`src/rtl/boot_loader_if.sv`:
```
// boot_loader_if
//   Bundles the boot loader's control, byte-stream and icache boot-port
//   signals so they can travel as one port.
//   slave  : the loader side (boot_loader).
//   master : the side that drives start/abort/stream and watches the boot port.
// Signals:
//   start, word_count, abort       load control (word_count sampled on start)
//   rx_valid, rx_data, rx_ready    byte stream handshake
//   boot_up, boot_addr,
//   boot_datai, boot_web           icache boot port (boot_web active-low)
//   busy, done, err                load status (done/err are one-cycle pulses)
interface boot_loader_if #(
  parameter int ADDR_W = 8,
  parameter int CNT_W  = 9
);
  logic              start;
  logic [CNT_W-1:0]  word_count;
  logic              abort;
  logic              rx_valid;
  logic [7:0]        rx_data;
  logic              rx_ready;
  logic              boot_up;
  logic [ADDR_W-1:0] boot_addr;
  logic [31:0]       boot_datai;
  logic              boot_web;
  logic              busy;
  logic              done;
  logic              err;

  modport slave (
    input  start, word_count, abort, rx_valid, rx_data,
    output rx_ready, boot_up, boot_addr, boot_datai, boot_web, busy, done, err
  );

  modport master (
    output start, word_count, abort, rx_valid, rx_data,
    input  rx_ready, boot_up, boot_addr, boot_datai, boot_web, busy, done, err
  );
endinterface

```
`src/rtl/boot_loader.sv`:
```
// boot_loader
//   Feeds the instruction cache boot port from a byte stream. Bytes arrive
//   over a valid/ready handshake and are packed little-endian into 32-bit
//   words; every completed word is written to the icache with a one-cycle
//   active-low write strobe. boot_up stays high for the whole load so the
//   core is held in boot, and drops once the requested number of words has
//   been written. An idle stream (TIMEOUT cycles without a byte) or an abort
//   ends the load with an err pulse; words already written stay written.
// Ports:
//   clk     system clock
//   rst_n   asynchronous active-low reset
//   io_bus  boot_loader_if.slave: control, byte stream, icache port, status
module boot_loader #(
  parameter int ADDR_W  = 8,
  parameter int CNT_W   = 9,
  parameter int TIMEOUT = 1023
) (
  input  logic          clk,
  input  logic          rst_n,
  boot_loader_if.slave  io_bus
);

  localparam int IDLE_W = $clog2(TIMEOUT + 1);

  typedef enum logic [1:0] {
    S_IDLE    = 2'd0,
    S_COLLECT = 2'd1,
    S_WRITE   = 2'd2,
    S_FINISH  = 2'd3
  } state_t;

  state_t            r_state;
  logic [CNT_W-1:0]  r_count;
  logic [CNT_W-1:0]  r_word_idx;
  logic [1:0]        r_byte_idx;
  logic [IDLE_W-1:0] r_idle_cnt;

  logic              r_rx_ready;
  logic              r_boot_up;
  logic [ADDR_W-1:0] r_boot_addr;
  logic [31:0]       r_boot_datai;
  logic              r_boot_web;
  logic              r_busy;
  logic              r_done;
  logic              r_err;

  logic              w_accept;
  logic              w_count_ok;
  logic              w_last;
  logic              w_timeout;
  logic              w_fail;
  logic [2:0]        w_lane_we;
  logic [23:0]       w_word;

  // rx_ready is only ever high in COLLECT, so it alone qualifies a byte.
  assign w_accept   = io_bus.rx_valid && r_rx_ready && (r_state == S_COLLECT);
  assign w_count_ok = (io_bus.word_count != '0) &&
                      (io_bus.word_count <= CNT_W'(2 ** ADDR_W));
  assign w_last     = (r_word_idx == (r_count - CNT_W'(1)));
  assign w_timeout  = (r_state == S_COLLECT) && !w_accept &&
                      (r_idle_cnt == IDLE_W'(TIMEOUT - 1));
  // Abort beats everything in COLLECT/WRITE; the WRITE strobe already on the
  // port for this cycle still lands in the icache.
  assign w_fail     = (io_bus.abort &&
                       ((r_state == S_COLLECT) || (r_state == S_WRITE))) ||
                      w_timeout;

  // Byte lanes 0..2 are held here; lane 3 goes straight from rx_data into
  // the write data register on the accepting edge.
  for (genvar gi = 0; gi < 3; gi++) begin : gen_lane
    logic [7:0] r_byte;

    assign w_lane_we[gi] = w_accept && (r_byte_idx == 2'(gi));

    always_ff @(posedge clk or negedge rst_n) begin
      if (!rst_n) begin
        r_byte <= '0;
      end else if (w_lane_we[gi]) begin
        r_byte <= io_bus.rx_data;
      end
    end

    assign w_word[8*gi +: 8] = r_byte;
  end

  always_ff @(posedge clk or negedge rst_n) begin
    if (!rst_n) begin
      r_state      <= S_IDLE;
      r_count      <= '0;
      r_word_idx   <= '0;
      r_byte_idx   <= '0;
      r_idle_cnt   <= '0;
      r_rx_ready   <= 1'b0;
      r_boot_up    <= 1'b0;
      r_boot_addr  <= '0;
      r_boot_datai <= '0;
      r_boot_web   <= 1'b1;
      r_busy       <= 1'b0;
      r_done       <= 1'b0;
      r_err        <= 1'b0;
    end else begin
      r_done <= 1'b0;
      r_err  <= 1'b0;

      if (w_fail) begin
        r_state    <= S_IDLE;
        r_rx_ready <= 1'b0;
        r_boot_up  <= 1'b0;
        r_boot_web <= 1'b1;
        r_busy     <= 1'b0;
        r_err      <= 1'b1;
      end else begin
        case (r_state)
          S_IDLE: begin
            if (io_bus.start) begin
              if (w_count_ok) begin
                r_state    <= S_COLLECT;
                r_count    <= io_bus.word_count;
                r_word_idx <= '0;
                r_byte_idx <= '0;
                r_idle_cnt <= '0;
                r_rx_ready <= 1'b1;
                r_boot_up  <= 1'b1;
                r_busy     <= 1'b1;
              end else begin
                r_err <= 1'b1;
              end
            end
          end

          S_COLLECT: begin
            if (w_accept) begin
              r_idle_cnt <= '0;
              r_byte_idx <= r_byte_idx + 2'd1;
              if (r_byte_idx == 2'd3) begin
                // Present the write on the port for the WRITE cycle itself.
                r_state      <= S_WRITE;
                r_rx_ready   <= 1'b0;
                r_boot_web   <= 1'b0;
                r_boot_addr  <= r_word_idx[ADDR_W-1:0];
                r_boot_datai <= {io_bus.rx_data, w_word};
              end
            end else begin
              r_idle_cnt <= r_idle_cnt + IDLE_W'(1);
            end
          end

          S_WRITE: begin
            r_boot_web <= 1'b1;
            r_word_idx <= r_word_idx + CNT_W'(1);
            if (w_last) begin
              r_state <= S_FINISH;
              r_done  <= 1'b1;
            end else begin
              r_state    <= S_COLLECT;
              r_byte_idx <= '0;
              r_idle_cnt <= '0;
              r_rx_ready <= 1'b1;
            end
          end

          S_FINISH: begin
            r_state   <= S_IDLE;
            r_boot_up <= 1'b0;
            r_busy    <= 1'b0;
          end

          default: begin
            r_state <= S_IDLE;
          end
        endcase
      end
    end
  end

  assign io_bus.rx_ready   = r_rx_ready;
  assign io_bus.boot_up    = r_boot_up;
  assign io_bus.boot_addr  = r_boot_addr;
  assign io_bus.boot_datai = r_boot_datai;
  assign io_bus.boot_web   = r_boot_web;
  assign io_bus.busy       = r_busy;
  assign io_bus.done       = r_done;
  assign io_bus.err        = r_err;

endmodule
```
`src/flat_wrapper.sv`:
```
// flat-port wrapper written by rule: the top's interface ports become plain ports
module boot_loader_flat 
#(
  parameter int ADDR_W  = 8,
  parameter int CNT_W   = 9,
  parameter int TIMEOUT = 1023
)
  (clk, rst_n, io_bus_start, io_bus_word_count, io_bus_abort, io_bus_rx_valid, io_bus_rx_data, io_bus_rx_ready, io_bus_boot_up, io_bus_boot_addr, io_bus_boot_datai, io_bus_boot_web, io_bus_busy, io_bus_done, io_bus_err);
  boot_loader_if #(.ADDR_W(ADDR_W), .CNT_W(CNT_W)) io_bus_i ();
  input  logic clk;
  input  logic rst_n;
  input wire logic [$bits(io_bus_i.start)-1:0] io_bus_start;
  input wire logic [$bits(io_bus_i.word_count)-1:0] io_bus_word_count;
  input wire logic [$bits(io_bus_i.abort)-1:0] io_bus_abort;
  input wire logic [$bits(io_bus_i.rx_valid)-1:0] io_bus_rx_valid;
  input wire logic [$bits(io_bus_i.rx_data)-1:0] io_bus_rx_data;
  output wire logic [$bits(io_bus_i.rx_ready)-1:0] io_bus_rx_ready;
  output wire logic [$bits(io_bus_i.boot_up)-1:0] io_bus_boot_up;
  output wire logic [$bits(io_bus_i.boot_addr)-1:0] io_bus_boot_addr;
  output wire logic [$bits(io_bus_i.boot_datai)-1:0] io_bus_boot_datai;
  output wire logic [$bits(io_bus_i.boot_web)-1:0] io_bus_boot_web;
  output wire logic [$bits(io_bus_i.busy)-1:0] io_bus_busy;
  output wire logic [$bits(io_bus_i.done)-1:0] io_bus_done;
  output wire logic [$bits(io_bus_i.err)-1:0] io_bus_err;
  assign io_bus_i.start = io_bus_start;
  assign io_bus_i.word_count = io_bus_word_count;
  assign io_bus_i.abort = io_bus_abort;
  assign io_bus_i.rx_valid = io_bus_rx_valid;
  assign io_bus_i.rx_data = io_bus_rx_data;
  assign io_bus_rx_ready = io_bus_i.rx_ready;
  assign io_bus_boot_up = io_bus_i.boot_up;
  assign io_bus_boot_addr = io_bus_i.boot_addr;
  assign io_bus_boot_datai = io_bus_i.boot_datai;
  assign io_bus_boot_web = io_bus_i.boot_web;
  assign io_bus_busy = io_bus_i.busy;
  assign io_bus_done = io_bus_i.done;
  assign io_bus_err = io_bus_i.err;
  boot_loader #(.ADDR_W(ADDR_W), .CNT_W(CNT_W), .TIMEOUT(TIMEOUT)) u_core (.clk(clk), .rst_n(rst_n), .io_bus(io_bus_i));
endmodule
```
`config.mk`:
```
export PLATFORM = sky130hd
export DESIGN_NAME = boot_loader_flat
export DESIGN_NICKNAME = d
export VERILOG_FILES = /design/src/rtl/boot_loader_if.sv /design/src/rtl/boot_loader.sv /design/src/flat_wrapper.sv
export SDC_FILE = /design/constraint.sdc
export NUM_CORES = 1
export LEC_CHECK = 0
export CAP_MARGIN = 20
export CORE_MARGIN = 5
export CORE_UTILIZATION = 55
export CTS_BUF_LIST = sky130_fd_sc_hd__clkbuf_4 sky130_fd_sc_hd__clkbuf_8
export CTS_CLUSTER_DIAMETER = 100
export DETAILED_ROUTE_END_ITERATION = 16
export PLACE_DENSITY = 0.91
export SETUP_SLACK_MARGIN = 0.15
export SLEW_MARGIN = 10
export SYNTH_ARGS = -nofsm -noshare
export SYNTH_HDL_FRONTEND = slang
export SYNTH_SLANG_ARGS = --single-unit
export TNS_END_PERCENT = 30
```
`constraint.sdc`:
```
create_clock -name clk -period 6.79 [get_ports clk]
set_input_delay 1.358 -clock clk [delete_from_list [all_inputs] [get_ports clk]]
set_output_delay 1.358 -clock clk [all_outputs]
set_load 0.005 [all_outputs]
```
==> results of run 1 <==
logic make-up (layout without fill, tap and decap cells):
logic type               Yosys count  after routing  synth area share, %
AO/OA/AOI/OAI                     77             77                 11.9
buffers and inverters             27             99                 2.81
adder cells (fa/ha/maj)           13             13                 3.35
XOR/XNOR                           8              8                 1.44
AND/OR/NAND/NOR                   96             96                 10.3
multiplexers                      75             75                 18.1
flip-flops                       101            101                 52.1
stage by stage:
step	instance area, um2	util [%]	setup WS (ps)	power [mW]
2_1_floorplan	4850	-	3580	1.26
3_3_place_gp	5580	64.3	2580	1.40
3_5_place_dp	5580	64.3	2480	1.44
4_1_cts	5780	66.7	2820	1.83
5_1_grt	5810	67.0	2990	1.95
6_report	5810	67.0	3100	1.82
cell usage in the layout (no fill, tap or decap), types with 3 or more instances in the layout:
master           netlist  layout
o21ai_1               11      11
and2_1                 3       3
clkdlybuf4s50_1        0      66
or4_1                  3       3
mux2_4                 9       9
buf_4                  6       3
a31oi_1                6       6
mux2_1                41      41
clkbuf_8               0       9
dfrtp_1              100     100
nand3_1               11      11
o31ai_1                6       6
o211ai_1              10      10
nand2_1               28      28
o21ai_0                8       8
inv_1                 13      13
o2bb2ai_1             11      11
nand2b_1               8       8
ha_1                  13      13
or2_2                  5       5
a21oi_1                4       4
a32o_1                 3       3
and3_1                 3       3
nor2_1                15      15
mux2_2                24      24
xor2_1                 7       7
nor3_1                 5       5
sequential cells by signal, summed over array words and instances, names as in the netlist:
name / count
u_core.r_state: 2
u_core.r_count: 9
u_core.gen_lane.r_byte: 24
u_core.io_bus.err: 1
u_core.io_bus.boot_web: 1
u_core.io_bus.boot_addr: 8
u_core.io_bus.rx_ready: 1
u_core.io_bus.boot_datai: 32
u_core.io_bus.boot_up: 1
u_core.io_bus.done: 1
u_core.r_idle_cnt: 10
u_core.r_byte_idx: 2
u_core.r_word_idx: 9
metal layers:
layer,global-route usage (%),vias up,routed length (um)
met2,32.1,109,4900
met5,0,-,0
met4,5.64,0,146
met1,24.7,1676,4330
met3,5.15,13,588
li1,-,1583,-
worst min path at each step:
stage                                    to  slack [ps]  cells past startpoint
6_report       u_core.io_bus.boot_datai[21]         490                      1
5_1_grt        u_core.io_bus.boot_datai[11]         510                      1
4_1_cts         u_core.io_bus.boot_datai[1]         490                      1
3_5_place_dp    u_core.io_bus.boot_datai[7]         470                      1
3_3_place_gp    u_core.io_bus.boot_datai[6]         460                      1
2_1_floorplan   u_core.io_bus.boot_datai[0]         450                      1
where the power goes:
part | switching [mW] | internal [mW] | total [mW]
Clock | 0.213 | 0.178 | 0.390
Sequential | 0.102 | 0.703 | 0.805
Combinational | 0.329 | 0.298 | 0.627
critical path: cells and delay by family:
kind / cells / cell delay (ps)
simple gates: 3 / 1220
buf+inv: 2 / 720
mux: 1 / 350
compound gates: 1 / 280
layout make-up:
cell class / instances / area share [%]
clock inverter: 6 / 1.21
sequential: 101 / 43.5
multi-input combinational: 269 / 37.6
clock buffer: 10 / 2.26
inverter: 13 / 0.840
tap: 108 / 2.33
timing repair buffer: 70 / 12.2
==> impl_metrics.ini, run 1 <==
[floorplan]
rows = 34
die_area_um2 = 10800
die_w_um = 104
start_util_pct = 55.9
coreArea_um2 = 8680
boundaryPins = 68
die_h_um = 104

[worst_setup_path]
worstPathMaxFanout = 25
worstSetupEndpointType = flop
start_kind = input port
r2r-end = u_core.r_idle_cnt[1]
startpoint = io_bus_rx_valid
r2r_setup_slack_ps = 3760
critPathCapture = u_core.io_bus.boot_datai[2]
slowest_delay_ps = 490
r2r-start = u_core.r_count[0]
cp.arrival_ps = 3950
required_ps = 7040
path_class = input port to flop
reg2regPathDepth = 8
cp_cell_sequence = clkdlybuf4s50_1 > a21bo_2 > or4_4 > and2_1 > nand3_2 > buf_16 > mux2_1
cp_slowest_cell = or4_4

[clock_tree]
clock_path_buffers = 2
cts_root_buf = clkbuf_8
ctsResizeCount = 0
cts_hold_buf = 0
cts_buffers = 9
htreeDepth = 3
clock_latency_ps = 370
postCtsSetupBuffers = 0
clkTransAtPathRegs_ps = 90
cts_tree = built
clock_sinks = 101

[yosys]
synth_edf_count = 0
yosysUniqueCellTypes = 57
netlist_instances = 397
synth_top_cell_area_share_pct = 51.6
synth_nets = 432
synthTopCellsByArea = dfrtp_1, mux2_1, mux2_2, ha_1, mux2_4
ys_ff_latch = 101
synth_area_leader_cell = dfrtp_1
syn_avg_cell_area_um2 = 12.2
synth.cell_area_um2 = 4850
yosysMostFrequentCell = dfrtp_1
synthArstFlopShare_pct = 100
yosysSeqAreaShare_pct = 52.1
ys_warn_count = 0
ys.flop_type = dfrtp_1
yosys-top-cells-count = dfrtp_1, mux2_1, nand2_1, mux2_2, nor2_1

[global_route]
antenna_found_initial = 0
grt_pass1_vias = 3543
grt_pass1_wl_mm = 17.2
track_usage_pct = 19.3
grt_max_degree = 74
gr-total-overflow = 0

[layout]
multi_input_area_um2 = 2190
nNetsFinal = 499
fillCellCount = 638
seq_area_um2 = 2530
finalNonFillerCells = 577
final_layout_size_suffix_gt1_share_pct = 14.5
antenna_cells = 0
area_growth_pct = 19.8

[placement]
gp_congestion = 0.861
dp_cells = 560
port_buffers = 67
dp_hpwl_mm = 7.12

[timing]
tightest_slew_ps = 888
rsz0062_at_grt = no
skew_ps = 7.56
final_max_slew_viol_count = 0
setup_viol = 0
slew-limit-headroom_pct = 40.8
setup_tns_ps = 0
fin_hold_ws_ps = 493
post-route-min-period_ps = 3690
period_share_pct = 54.4
hold_viol = 0
maxClockFrequency_ghz = 0.271

[route]
vias_per_cell = 5.86
dr.pass1.iters = 4
routedWlPerCell_um = 17.3
ant_nets = 0
vias = 3381
finalWirelength_mm = 9.96
drt_iter0_drc = 158
drc = 0

[worst_hold_path]
min-delay-path-class = flop to flop
hold_path.startpoint = u_core.gen_lane[2].r_byte[5]

[flow_run]
drv_cap = 0

[outcome]
status = complete, no violations

[power]
ir_drop_v = 0.000227
power.density_nw_per_um2 = 313
p_leak_nw = 2.68
No activity file was read; power rests on OpenSTA's default activity.
==> run 2: changes to the inputs <==
==> constraint.sdc (replaced) <==
create_clock -name clk -period 3.6 [get_ports clk]
set_input_delay 0.72 -clock clk [delete_from_list [all_inputs] [get_ports clk]]
set_output_delay 0.72 -clock clk [all_outputs]
set_load 0.005 [all_outputs]
==> run 2 against run 1 <==
  * Via count increased by 2.8%
  * Routed wire length increased by 4.1%
  * Sequential power increased by 89%
  * Utilization decreased by 0.20 points
  * Power increased by 88%
  * Final cell count increased by 0.17%
  * Count of clock-buffer cells in the layout decreased by 1
  * Sequential cell count unchanged
  * Global-route usage increased by 0.34 points
  * Setup slack got worse by 2600 ps
  * First-iteration DRC count increased by 91%
  * Critical path type is now flop to flop
  * Critical endpoint is now u_core.r_idle_cnt[1]
  * Largest power group unchanged
==> impl_metrics.ini, run 2 (synthesis gave the netlist of run 1 again) <==
[outcome]
status = complete, no violations

[layout]
seq_area_um2 = 2530
final_common_cell = dfrtp_1
fillCellCount = 660
multi_input_area_um2 = 2190
largest_reg_flops = 32
final_layout_size_suffix_gt1_share_pct = 14.7
area_growth_pct = 19.4
layout_common_cells = dfrtp_1, clkdlybuf4s50_1, mux2_1, nand2_1, mux2_2
antenna_cells = 0
nNetsFinal = 500

[global_route]
met1_usage_pct = 26.4
globalRouteMet2Util_pct = 31.6
gr-max-usage-layer = met2
track_usage_pct = 19.6
gr-total-overflow = 0
grt_pass1_wl_mm = 17.6
antenna_found_initial = 0
use_met3_pct = 4.10
grt_max_degree = 49
grt_pass1_vias = 3591

[timing]
maxClockFrequency_ghz = 0.324
tightest_slew_ps = 907
rsz0062_at_grt = no
post-route-min-period_ps = 3080
skew_ps = 12.9
final_max_slew_viol_count = 0
setup_viol = 0
slew-limit-headroom_pct = 39.1
period_share_pct = 85.7
setup_tns_ps = 0
hold_viol = 0

[worst_setup_path]
r2r-start = u_core.r_count[0]
reg2regPathDepth = 8
required_ps = 3860
worstPathMaxFanout = 11
start_kind = flop
worstSetupEndpointType = flop
path_class = flop to flop
cp.arrival_ps = 3340
r2r_setup_slack_ps = 520
r2r-end = u_core.r_idle_cnt[1]

[power]
ir_drop_v = 0.000535
power.density_nw_per_um2 = 590
total_power_mw = 3.42
p_leak_nw = 2.67

[route]
drc = 0
routedWlPerCell_um = 18.0
drt_iter0_drc = 301
vias_per_cell = 6.01
dr.pass1.iters = 5
finalWirelength_mm = 10.4
ant_nets = 0
vias = 3475

[flow_run]
drv_cap = 0

[clock_tree]
cts_root_buf = clkbuf_8
cts_hold_buf = 0
clkTransAtPathRegs_ps = 100
postCtsSetupBuffers = 0
clock_sinks = 101
htreeDepth = 3
cts_buffers = 9
clock_latency_ps = 370
clock_path_buffers = 2
cts_tree = built
ctsResizeCount = 0

[placement]
gp_congestion = 0.860
dp_hpwl_mm = 7.52
port_buffers = 67

[floorplan]
die_h_um = 104
die_w_um = 104
start_util_pct = 55.9
boundaryPins = 68
rows = 34
coreArea_um2 = 8680
die_area_um2 = 10800

[worst_hold_path]
min-delay-path-class = input port to asynchronous set/reset pin
run 2: worst max-delay path by stage:
stage	from	to	slack (ps)	depth (start not counted)
2_1_floorplan	io_bus_word_count[5]	u_core.r_idle_cnt[1]	1030	6
3_3_place_gp	io_bus_word_count[1]	u_core.r_count[1]	420	6
3_5_place_dp	io_bus_word_count[1]	u_core.r_count[3]	350	6
4_1_cts	u_core.r_count[0]	u_core.r_idle_cnt[1]	550	8
5_1_grt	u_core.r_count[0]	u_core.r_idle_cnt[1]	360	8
6_report	u_core.r_count[0]	u_core.r_idle_cnt[1]	520	8
run 2: per-stage QoR:
stage | cells | hold WS (ps) | setup slack [ps] | utilization [%] | area, um2
2_1_floorplan | 397 | 424 | 1030 | - | 4850
6_report | 578 | 352 | 515 | 66.8 | 5790
3_3_place_gp | 562 | 458 | 417 | 64.6 | 5610
4_1_cts | 578 | 361 | 550 | 66.8 | 5790
5_1_grt | 578 | 387 | 355 | 66.8 | 5790
3_5_place_dp | 562 | 466 | 354 | 64.6 | 5610
run 2: critical path, stage by stage (launching register included):
cell      delay, ps
dfrtp_1         460
inv_1            80
ha_1            230
or4b_1          540
o21bai_1        180
a21oi_1         140
o21ai_1         730
o21ai_1         240
mux2_1          370
run 2: final cells by class:
class / count / share of cell area (%)
clock buffers: 9 / 2.14
clock inverters: 7 / 1.04
inverters: 13 / 0.842
multi-input cells: 269 / 37.7
flip-flops and latches: 101 / 43.6
well taps: 108 / 2.33
repair buffers: 71 / 12.3
run 2: report_power, final:
group          internal, mW  switching, mW
Clock                 0.262          0.418
Sequential             1.33          0.199
Combinational         0.562          0.653
run 2: layer usage:
layer	up-vias	wire (um)
li1	1581	-
met1	1732	4520
met2	137	5070
met3	25	573
met4	0	204
met5	-	0
==> variant (flow settings as in run 2) <==
Make the reset (`rst_n`) synchronous in 2 clocked blocks. Comments in the files are not updated.
--- a/src/rtl/boot_loader.sv
+++ b/src/rtl/boot_loader.sv
@@ -72,7 +72,7 @@
 
     assign w_lane_we[gi] = w_accept && (r_byte_idx == 2'(gi));
 
-    always_ff @(posedge clk or negedge rst_n) begin
+    always_ff @(posedge clk) begin
       if (!rst_n) begin
         r_byte <= '0;
       end else if (w_lane_we[gi]) begin
@@ -83,7 +83,7 @@
     assign w_word[8*gi +: 8] = r_byte;
   end
 
-  always_ff @(posedge clk or negedge rst_n) begin
+  always_ff @(posedge clk) begin
     if (!rst_n) begin
       r_state      <= S_IDLE;
       r_count      <= '0;
Check against the original RTL: differs if rst_n is asserted again (counterexample within 4 cycles, from zero or initial values and one cycle with rst_n low); with rst_n held inactive, the same outputs for 4 cycles.
==> variant against run 2 <==
Hold slack gained 0.11 ns. Worst setup slack better by 0.25 ns. Wire length increased by 9.8%. Sequential cell count is the same. Synthesized cell count increased by 43%. Critical path type is now input pin to flip-flop. Area after synthesis fell by 6.1%. Cell area is 5.5% lower. Die area decreased by 5.5%. Clock skew rose by 0.0050 ns. Via count increased by 23%.
Power is not compared: it rests on default switching activity, and its combinational part moved more than twofold at a synthesized area within 25%.
==> variant: results (changes against run 2) <==
OUTCOME='finished, final reports clean'
GRT_USE_MET1_PCT=29.49  # +3.1 points
DP_SLACK_NS=0.4283  # +0.07404 ns
WL_MET3_UM=845  # +47%
PLACE_INST=715  # +27%
DRTITER0DRC=401  # +33%
PIN_COUNT_OF_THE_BIGGEST_NET_ENTERING_GLOBAL_ROUTING=69  # +41%
SYNTH_COMPOUND_AREA_SHARE_PCT=15.49  # +3.6 points
FIRST_GLOBAL_VIAS=4080  # +14%
LAYOUT.NETS=655  # +31%
WORST_PIN_SLEW_NS=0.6622  # -0.2452 ns
FINCLKSKEW_NS=0.01794  # +0.005007 ns
TIMING.HOLD.WORST.CLASS='flip-flop to flip-flop'
DOMINANTREGCELLSYNTH='dfxtp_1'
DETAILROUTE.VIA_COUNT=4267  # +23%
GRT_PASS1_WL_UM=18720  # +6.2%
SYNTH.LIB_CELLS_USED.DISTINCT=54  # -5.3%
MET1_WL_UM=4889  # +8.1%
SYNTH_TOP_CELLS_BY_COUNT='164 x nand2_1, 101 x dfxtp_1, 76 x a21oi_1'
SYNTH_NETS=603  # +40%
GRT_USAGE_PCT=22.48  # +2.9 points
POST_SYNTH_INST_COUNT=569  # +43%
LAYOUT.CELLS.NON_FILLER=731  # +26%
FINAL_LAYOUT_SIZE_SUFFIX_GT1_SHARE_PCT=5.751  # -8.9 points
SYNTH_AREA_IN_XOR_XNOR_PCT=2.802  # +1.4 points
PLACEMENT_STAGE_CELL_AREA_SQ_MM=0.005278  # -5.9%
DRTPASS1ITERATIONS=6  # +1
ASYNC_FLOP_SHARE_PCT=0  # -100 points
SYNTH-SEQ-AREA-SHARE_PCT=44.40  # -7.7 points
GRT_USE_MET2_PCT=37.87  # +6.3 points
POST-DP-HPWL_UM=8234  # +9.6%
## variant: changes by cell type after synthesis, moves of 10 or more
cell	change
nand2_1	+136
dfrtp_1	-100
mux2_1	-41
mux2_2	-24
o2bb2ai_1	-11
clkbuf_1	+18
a21oi_1	+72
mux2i_1	+12
o21ai_1	-10
dfxtp_1	+101
## variant: final timing paths
check	start	end	slack [ns]	cells after the start
max	io_bus_rx_valid	u_core.r_idle_cnt[4]	0.77	7
min	u_core.io_bus.boot_datai[30]	u_core.io_bus.boot_datai[30]	0.46	2
max reg2reg	u_core.r_state[1]	u_core.r_idle_cnt[4]	0.90	7
min reg2reg	u_core.io_bus.boot_datai[30]	u_core.io_bus.boot_datai[30]	0.46	2
## variant: area by class of cell
cell class	instances	area [sq um]
Fill cell	604	2659
Multi-Input combinational cell	419	2313
Sequential cell	101	2022
Timing Repair Buffer	78	765.7
Tap cell	105	131.4
Clock buffer	9	123.9
Clock inverter	7	73.82
Inverter	12	45.04
